## src/rtl/ram_arbiter_if.sv

```systemverilog
// ============================================================================
// Module      : ram_arbiter_if
// Description : Bundle of the two requester ports, the RAM-side port and
//               the busy flag of the two-port RAM arbiter.
// Revision    : 1.0 - initial release
// ============================================================================
`default_nettype none

`ifndef RAM_READ_MODE
`define RAM_READ_MODE 1'b0
`endif
`ifndef RAM_WRITE_MODE
`define RAM_WRITE_MODE 1'b1
`endif

interface ram_arbiter_if #(
  parameter int ADDR_W = 32,
  parameter int DATA_W = 32
);
  // requester 0
  logic              m0_req_i;
  logic              m0_we_i;
  logic [ADDR_W-1:0] m0_addr_i;
  logic [DATA_W-1:0] m0_wdata_i;
  logic              m0_ack_o;
  logic              m0_err_o;
  logic [DATA_W-1:0] m0_rdata_o;
  // requester 1
  logic              m1_req_i;
  logic              m1_we_i;
  logic [ADDR_W-1:0] m1_addr_i;
  logic [DATA_W-1:0] m1_wdata_i;
  logic              m1_ack_o;
  logic              m1_err_o;
  logic [DATA_W-1:0] m1_rdata_o;
  // RAM side
  logic              ram_mode_o;
  logic [ADDR_W-1:0] ram_addr_o;
  logic [DATA_W-1:0] ram_data_o;
  logic [DATA_W-1:0] ram_data_i;
  logic              busy_o;

  // arbiter view
  modport slave (
    input  m0_req_i, m0_we_i, m0_addr_i, m0_wdata_i,
    input  m1_req_i, m1_we_i, m1_addr_i, m1_wdata_i,
    input  ram_data_i,
    output m0_ack_o, m0_err_o, m0_rdata_o,
    output m1_ack_o, m1_err_o, m1_rdata_o,
    output ram_mode_o, ram_addr_o, ram_data_o, busy_o
  );

  // requesters plus RAM environment view
  modport master (
    output m0_req_i, m0_we_i, m0_addr_i, m0_wdata_i,
    output m1_req_i, m1_we_i, m1_addr_i, m1_wdata_i,
    output ram_data_i,
    input  m0_ack_o, m0_err_o, m0_rdata_o,
    input  m1_ack_o, m1_err_o, m1_rdata_o,
    input  ram_mode_o, ram_addr_o, ram_data_o, busy_o
  );
endinterface

`default_nettype wire

```

## src/rtl/ram_arbiter.sv

```systemverilog
// ============================================================================
// Module      : ram_arbiter
// Description : Round-robin arbiter giving two requesters shared access to a
//               single-port synchronous RAM. One access per three cycles:
//               IDLE (arbitrate) -> ACCESS (drive RAM) -> RESP (ack).
// Revision    : 1.0 - initial release
// ============================================================================
`default_nettype none

`ifndef RAM_READ_MODE
`define RAM_READ_MODE 1'b0
`endif
`ifndef RAM_WRITE_MODE
`define RAM_WRITE_MODE 1'b1
`endif

module ram_arbiter #(
  parameter int ADDR_W = 32,
  parameter int DATA_W = 32
) (
  input  wire logic     clk,
  input  wire logic     rst,
  ram_arbiter_if.slave  bus
);

  typedef enum logic [1:0] {
    IDLE   = 2'd0,
    ACCESS = 2'd1,
    RESP   = 2'd2
  } state_t;

  state_t            state;
  logic              ptr;        // port favoured when both request
  logic              winner;     // granted port of the current access
  logic              we_q;
  logic              mis_q;      // granted address not word aligned
  logic              mode_q;
  logic              ack0_q;
  logic              ack1_q;
  logic              err_q;
  logic [ADDR_W-1:0] addr_q;
  logic [DATA_W-1:0] wdata_q;

  logic              any_req;
  logic              grant;
  logic              sel_we;
  logic [ADDR_W-1:0] sel_addr;
  logic [DATA_W-1:0] sel_wdata;
  logic              rd_ok;

  // Round-robin pick: a lone requester wins, a tie goes to the pointer
  always_comb begin
    any_req = bus.m0_req_i | bus.m1_req_i;
    if (bus.m0_req_i && bus.m1_req_i) begin
      grant = ptr;
    end else begin
      grant = bus.m1_req_i;
    end
    sel_we    = grant ? bus.m1_we_i    : bus.m0_we_i;
    sel_addr  = grant ? bus.m1_addr_i  : bus.m0_addr_i;
    sel_wdata = grant ? bus.m1_wdata_i : bus.m0_wdata_i;
  end

  // Access sequencer: capture winner in IDLE, drive RAM in ACCESS, ack in RESP
  always_ff @(posedge clk) begin
    if (rst) begin
      state   <= IDLE;
      ptr     <= 1'b0;
      winner  <= 1'b0;
      we_q    <= 1'b0;
      mis_q   <= 1'b0;
      mode_q  <= `RAM_READ_MODE;
      ack0_q  <= 1'b0;
      ack1_q  <= 1'b0;
      err_q   <= 1'b0;
      addr_q  <= '0;
      wdata_q <= '0;
    end else begin
      case (state)
        IDLE: begin
          if (any_req) begin
            state   <= ACCESS;
            winner  <= grant;
            ptr     <= ~grant;
            we_q    <= sel_we;
            addr_q  <= sel_addr;
            wdata_q <= sel_wdata;
            mis_q   <= (sel_addr[1:0] != 2'b00);
            // misaligned writes never reach the RAM as writes
            mode_q  <= (sel_we && (sel_addr[1:0] == 2'b00)) ? `RAM_WRITE_MODE
                                                             : `RAM_READ_MODE;
          end
        end
        ACCESS: begin
          state  <= RESP;
          mode_q <= `RAM_READ_MODE;
          ack0_q <= ~winner;
          ack1_q <= winner;
          err_q  <= mis_q;
        end
        RESP: begin
          state  <= IDLE;
          ack0_q <= 1'b0;
          ack1_q <= 1'b0;
          err_q  <= 1'b0;
        end
        default: begin
          state <= IDLE;
        end
      endcase
    end
  end

  // RAM read data arrives in RESP; only aligned reads pass it through
  assign rd_ok = (state == RESP) && !we_q && !mis_q && !rst;

  assign bus.ram_mode_o = rst ? `RAM_READ_MODE : mode_q;
  assign bus.ram_addr_o = addr_q;
  assign bus.ram_data_o = wdata_q;
  assign bus.busy_o     = !rst && (state != IDLE);

  assign bus.m0_ack_o   = ack0_q & ~rst;
  assign bus.m1_ack_o   = ack1_q & ~rst;
  assign bus.m0_err_o   = ack0_q & err_q & ~rst;
  assign bus.m1_err_o   = ack1_q & err_q & ~rst;
  assign bus.m0_rdata_o = (rd_ok && !winner) ? bus.ram_data_i : '0;
  assign bus.m1_rdata_o = (rd_ok &&  winner) ? bus.ram_data_i : '0;

endmodule

`default_nettype wire

```

## src/flat_wrapper.sv

```systemverilog
// flat-port wrapper written by rule: the top's interface ports become plain ports
module ram_arbiter_flat 
#(
  parameter int ADDR_W = 32,
  parameter int DATA_W = 32
)
  (clk, rst, bus_m0_req_i, bus_m0_we_i, bus_m0_addr_i, bus_m0_wdata_i, bus_m1_req_i, bus_m1_we_i, bus_m1_addr_i, bus_m1_wdata_i, bus_ram_data_i, bus_m0_ack_o, bus_m0_err_o, bus_m0_rdata_o, bus_m1_ack_o, bus_m1_err_o, bus_m1_rdata_o, bus_ram_mode_o, bus_ram_addr_o, bus_ram_data_o, bus_busy_o);
  ram_arbiter_if #(.ADDR_W(ADDR_W), .DATA_W(DATA_W)) bus_i ();
  input  wire logic clk;
  input  wire logic rst;
  input wire logic [$bits(bus_i.m0_req_i)-1:0] bus_m0_req_i;
  input wire logic [$bits(bus_i.m0_we_i)-1:0] bus_m0_we_i;
  input wire logic [$bits(bus_i.m0_addr_i)-1:0] bus_m0_addr_i;
  input wire logic [$bits(bus_i.m0_wdata_i)-1:0] bus_m0_wdata_i;
  input wire logic [$bits(bus_i.m1_req_i)-1:0] bus_m1_req_i;
  input wire logic [$bits(bus_i.m1_we_i)-1:0] bus_m1_we_i;
  input wire logic [$bits(bus_i.m1_addr_i)-1:0] bus_m1_addr_i;
  input wire logic [$bits(bus_i.m1_wdata_i)-1:0] bus_m1_wdata_i;
  input wire logic [$bits(bus_i.ram_data_i)-1:0] bus_ram_data_i;
  output wire logic [$bits(bus_i.m0_ack_o)-1:0] bus_m0_ack_o;
  output wire logic [$bits(bus_i.m0_err_o)-1:0] bus_m0_err_o;
  output wire logic [$bits(bus_i.m0_rdata_o)-1:0] bus_m0_rdata_o;
  output wire logic [$bits(bus_i.m1_ack_o)-1:0] bus_m1_ack_o;
  output wire logic [$bits(bus_i.m1_err_o)-1:0] bus_m1_err_o;
  output wire logic [$bits(bus_i.m1_rdata_o)-1:0] bus_m1_rdata_o;
  output wire logic [$bits(bus_i.ram_mode_o)-1:0] bus_ram_mode_o;
  output wire logic [$bits(bus_i.ram_addr_o)-1:0] bus_ram_addr_o;
  output wire logic [$bits(bus_i.ram_data_o)-1:0] bus_ram_data_o;
  output wire logic [$bits(bus_i.busy_o)-1:0] bus_busy_o;
  assign bus_i.m0_req_i = bus_m0_req_i;
  assign bus_i.m0_we_i = bus_m0_we_i;
  assign bus_i.m0_addr_i = bus_m0_addr_i;
  assign bus_i.m0_wdata_i = bus_m0_wdata_i;
  assign bus_i.m1_req_i = bus_m1_req_i;
  assign bus_i.m1_we_i = bus_m1_we_i;
  assign bus_i.m1_addr_i = bus_m1_addr_i;
  assign bus_i.m1_wdata_i = bus_m1_wdata_i;
  assign bus_i.ram_data_i = bus_ram_data_i;
  assign bus_m0_ack_o = bus_i.m0_ack_o;
  assign bus_m0_err_o = bus_i.m0_err_o;
  assign bus_m0_rdata_o = bus_i.m0_rdata_o;
  assign bus_m1_ack_o = bus_i.m1_ack_o;
  assign bus_m1_err_o = bus_i.m1_err_o;
  assign bus_m1_rdata_o = bus_i.m1_rdata_o;
  assign bus_ram_mode_o = bus_i.ram_mode_o;
  assign bus_ram_addr_o = bus_i.ram_addr_o;
  assign bus_ram_data_o = bus_i.ram_data_o;
  assign bus_busy_o = bus_i.busy_o;
  ram_arbiter #(.ADDR_W(ADDR_W), .DATA_W(DATA_W)) u_core (.clk(clk), .rst(rst), .bus(bus_i));
endmodule
```

## config.mk

```make
export PLATFORM = sky130hd
export DESIGN_NAME = ram_arbiter_flat
export DESIGN_NICKNAME = d
export VERILOG_FILES = /design/src/rtl/ram_arbiter_if.sv /design/src/rtl/ram_arbiter.sv /design/src/flat_wrapper.sv
export SDC_FILE = /design/constraint.sdc
export NUM_CORES = 1
export LEC_CHECK = 0
export BUFFER_PORTS_ARGS = -buffer_cell sky130_fd_sc_hd__buf_4
export CAP_MARGIN = 40
export CORE_AREA = 3 3 116 118
export DETAILED_ROUTE_END_ITERATION = 12
export DIE_AREA = 0 0 119 121
export PLACE_DENSITY = 0.67
export SLEW_MARGIN = 20
export SYNTH_ARGS = -nofsm -noshare
export SYNTH_HDL_FRONTEND = slang
export SYNTH_SLANG_ARGS = --single-unit
```

## constraint.sdc

```tcl
create_clock -name clk -period 1.75 [get_ports clk]
set_input_delay 0.35 -clock clk [delete_from_list [all_inputs] [get_ports clk]]
set_output_delay 0.35 -clock clk [all_outputs]
set_load 0.02 [all_outputs]
```

Yosys cells after proc, flatten, opt, wreduce, memory -nomap -nowiden
Cells that the tools add are included.

operators by class
  equality and inequality tests = 3
  multiplexer cells = 15
  bitwise logic cells = 10
  reductions and logical operators = 20

operators with widths
  kind                                                              count
  32-bit two-way mux                                                4
  1-bit logical AND                                                 8
  1-bit case mux with 2 select lines                                4
  2-bit nonzero test                                                4
  1-bit bitwise AND                                                 6
  1-bit two-way mux                                                 5
  1-bit zero test                                                   4
  2-bit zero test                                                   2
  2-bit case mux with 2 select lines                                1
  2-bit AND reduction                                               2
  1-bit inverter                                                    3
  2-bit by 1-bit == test with 1-bit output (second input constant)  1
  2-bit == test (second input constant)                             1
  2-bit two-way mux                                                 1
  2-bit by 1-bit != test with 1-bit output (second input constant)  1
  1-bit OR                                                          1

word-level totals
  register bits = 74
  bits of input ports = 166
  output and inout bits = 134

Logic depth before layout (Yosys ltp)
  word-level depth = 8
  gate-level depth with buffers = 8
  gate-level depth less buffers = 6

Worst setup path before layout
Ideal clock, no wire load.

  path kind = reg2out
  start point = register u_core.state[0]
  end point = output port bus_m1_rdata_o[10]
  arrival = 1,428 ps
  slack = -28 ps
  cell stages (with the launch flop) = 7
  path through = dfxtp_1 -> inv_1 -> ha_1 -> nand2_1 -> nor4b_4 -> clkbuf_1 -> and2_1

between the ends
  longest elaborated chain between the ends = 6

RTL lines
  item                            line                text
  start, declared                 ram_arbiter.sv:32   state_t state;
  start signal, assigned          ram_arbiter.sv:67   state <= IDLE;
  start signal, assigned          ram_arbiter.sv:82   state <= ACCESS;
  start signal, assigned          ram_arbiter.sv:95   state <= RESP;
  2-bit == test                   ram_arbiter.sv:115  assign rd_ok = (state == RESP) && !we_q && !mis_q && !rst;
  1-bit logical AND (3 in a row)  ram_arbiter.sv:115
  1-bit logical AND               ram_arbiter.sv:127  assign bus.m1_rdata_o = (rd_ok && winner) ? bus.ram_data_i : '0;
  32-bit two-way mux              ram_arbiter.sv:127
  end, declared                   flat_wrapper.sv:25  output wire logic [$bits(bus_i.m1_rdata_o)-1:0] bus_m1_rdata_o;

No other way between the ends.

Worst setup path in the final report
  start point = register u_core.state[0]
  end point = output port bus_m1_rdata_o[31]

The elaborated chain is that of the path after synthesis.

==> results_dict.tcl <==
set metrics [dict create \
    result_of_the_run "finished, violations left" \
    violated_checks "negative setup slack" \
    dp.final_hpwl_um 10900 \
    min_period_over_period_pct 116 \
    initial_core_util_pct 26.4 \
    post_synth_inst_count 360 \
    design.die.area_um2 14400 \
    synth-seq-cells 74 \
    number_of_buffers_inserted_during_clock_tree_synthesis 9 \
    maxSlewViolCount 0 \
    track_usage_pct 18.4 \
    cp_data_arrival_time_ns 1.68 \
    finalHoldViolCount 0 \
    antenna_found_initial 3 \
    regArea_um2 1480 \
    syn_area_per_cell_um2 9.20 \
    power.leakage_nw 3.24 \
    setup_viol 64 \
    ys_seq_area_share_pct 44.7 \
    via_count_of_the_first_global_routing_pass 4092 \
    layout.filler_cells 1093 \
    synthDominantCellAreaShare_pct 44.7 \
    ant_nets 0 \
    switchingPower_w 0.00174 \
    io_pins 300 \
    clockBufferDepth 2 \
    start_point_of_the_worst_min_delay_path "bus_m0_wdata_i[21]" \
    clk-insertion-delay-late_ns 0.32 \
    synth_top_area_cell "sky130_fd_sc_hd__dfxtp_1" \
    timing.critical_path.required_ns 1.40 \
    netlist_top_cells_count "sky130_fd_sc_hd__nor2_1 (75), sky130_fd_sc_hd__dfxtp_1 (74), sky130_fd_sc_hd__and2_1 (66)" \
    skew_ns 0.00700 \
    path_class "register to output pin" \
    clock_sinks 74 \
    postSynth.topFlopCell "sky130_fd_sc_hd__dfxtp_1" \
    synth_top_cells_by_area "sky130_fd_sc_hd__dfxtp_1 (45%), sky130_fd_sc_hd__a222oi_1 (19%), sky130_fd_sc_hd__and2_1 (12%), sky130_fd_sc_hd__nor2_1 (8.5%), sky130_fd_sc_hd__buf_2 (3.2%)" \
    path_max_fanout 32 \
    die_height_um 121 \
    finalWorstSetupSlack_ns -0.283 \
    post-route-cell-area_um2 6820 \
    timing.hold.worst.class "primary input to register" \
    drive_gt1_share_pct 63.3 \
    worst-slew-pin-transition_ns 0.434 \
    placement.io_buffers 299 \
    p_clk_share_pct 33.5 \
    drt_pass1_iterations 9 \
    detail_route.iter0.violations 410 \
    timing.critical_path.from "u_core.state[0]" \
    detailed_place.area_um2 5930 \
    timing.slew.headroom_pct 71.1 \
    fp.dieW_um 119 \
    maxClockFrequency_mhz 492 \
    gp_routability_congestion 0.912 \
    synthToLayoutAreaGrowth_pct 106 \
    syn_area_um2 3310 \
    p_int_w 0.00409 \
    ys.warnings.count 0 \
    grt_start_max_net_pins 47 \
    peakVddDrop_mv 0.487 \
    timing.final.crit_period_ns 2.03 \
    root_buffer "sky130_fd_sc_hd__clkbuf_16" \
    power_switching_share_pct 29.9 \
    routedWlPerCell_um 17.7 \
    core_region_area_um2 12600 \
    cts.clk_slew.worst_paths_ns 0.06 \
    overflow 0 \
    maxCapViolCount 0 \
    vias_per_cell 4.92 \
    synth_async_sr_flop_share_pct 0 \
    num_vias 4159 \
    total_power_per_unit_cell_area_nw_per_um2 855 \
    hold_slack_ns 0.284 \
    share_comb_of_total_power_pct 31.9 \
    drt-total-wl_um 15000 \
    grt_pass1_wl_um 21200 \
    synth_enable_flop_cells 0 \
    p_seq_share_pct 34.6 \
    rsz0062_at_grt "true" \
    synthesis.nets 530 \
    post-synth-top-count-cell "sky130_fd_sc_hd__nor2_1" \
    rows 41 \
    worstSetupStartpointType "register" \
    endpoint_kind "output pin" \
    route.detailed.drc 0 \
    htree_num_levels 3 \
    worstReg2RegStart "u_core.state[0]" \
    multi_input_comb_area_um2 1870 \
    number_of_distinct_library_cells_after_synthesis 29 \
    cts_tree "done" \
    final_net_count 836 \
]
timing repair:
item	4_1_cts	5_1_grt
hold buffers	0	0
buffers inserted	7	4
cloned	2	5
pin swaps	19	10
setup endpoints to repair	67	128
resized for setup	100	30
through the flow:
stage | total power, W | utilization, % | TNS [ns] | cells | setup slack (ns)
after floorplan | 0.00286 | - | 0 | 360 | 0.00637
final | 0.00583 | 54.2 | -16.00 | 846 | -0.283
after global placement | 0.00368 | 47.2 | -0.000146 | 814 | -0.000146
after global routing | 0.00611 | 54.2 | -21.15 | 846 | -0.367
after CTS | 0.00578 | 52.9 | -16.24 | 838 | -0.285
after detailed placement | 0.00371 | 47.2 | -0.0478 | 814 | -0.0219
final cells by class:
cell class	count	area share [%]
antenna	3	0.110
sequential	74	21.8
inverter	5	0.275
tap	172	3.16
clock buffer	9	3.30
timing repair buffer	331	42.6
multi-input combinational	245	27.4
clock inverter	7	1.38
per-layer routing:
metal,part of all wire [%],GRT usage (%),wire [um]
met3,8.3,4.76,1240
met4,2.5,7.97,378
met5,0,0,0
met1,36,19.2,5340
met2,54,34.7,8050
final timing paths:
path,to,slack (ns),cells past startpoint
worst max register to register,u_core.bus.ram_addr_o[22],0.12,8
worst max-delay path,bus_m1_rdata_o[31],-0.28,7
worst min register to register,u_core.err_q,0.48,2
worst min-delay path,u_core.bus.ram_data_o[21],0.28,3
worst max-delay path, stage by stage, from the launching register on:
cell                      delay (ns)
sky130_fd_sc_hd__dfxtp_2        0.32
sky130_fd_sc_hd__inv_2          0.07
sky130_fd_sc_hd__ha_4           0.15
sky130_fd_sc_hd__nand2_4        0.06
sky130_fd_sc_hd__nor4b_4        0.26
sky130_fd_sc_hd__buf_12         0.20
sky130_fd_sc_hd__and2_1         0.17
sky130_fd_sc_hd__buf_6          0.12
power by group through the flow:
| stage | clock, W | combinational, W | sequential, W |
|---|---|---|---|
| 6_report | 0.00196 | 0.00186 | 0.00202 |
| 5_1_grt | 0.00208 | 0.00199 | 0.00204 |
| 4_1_cts | 0.00200 | 0.00176 | 0.00202 |
| 3_5_place_dp | 0 | 0.00167 | 0.00204 |
| 3_3_place_gp | 0 | 0.00165 | 0.00204 |
| 2_1_floorplan | 0 | 0.000640 | 0.00222 |
sequential cells by signal (all words and copies together) (netlist names):
name and flops:
u_core.we_q 1, u_core.ack0_q 1, u_core.mode_q 1, u_core.bus.ram_data_o 32
u_core.ack1_q 1, u_core.err_q 1, u_core.mis_q 1, u_core.ptr 1
u_core.state 2, u_core.bus.ram_addr_o 32, u_core.winner 1
placed cells by master, fill, tap and decap left out, drive strengths merged, types with 2 or more instances in the layout:
master,n
nand2,4
ha,4
nand3b,2
clkinvlp,2
o21ai,3
a21oi,6
nor2,75
diode,3
and2,66
o21a,2
clkinv,3
a222oi,62
a211oi,2
clkbuf,13
nand2b,4
buf,327
inv,5
nor2b,3
dfxtp,74
bufinv,2
mux2i,4
logic make-up after synthesis:
group / share of synthesized area [%]
AO/OA/AOI/OAI: 21.8
AND/OR/NAND/NOR: 24.9
adder cells (fa/ha/maj): 1.51
multiplexers: 1.55
buffers and inverters: 5.48
flip-flops: 44.7
Note: power is estimated with default switching activity, not from simulation.
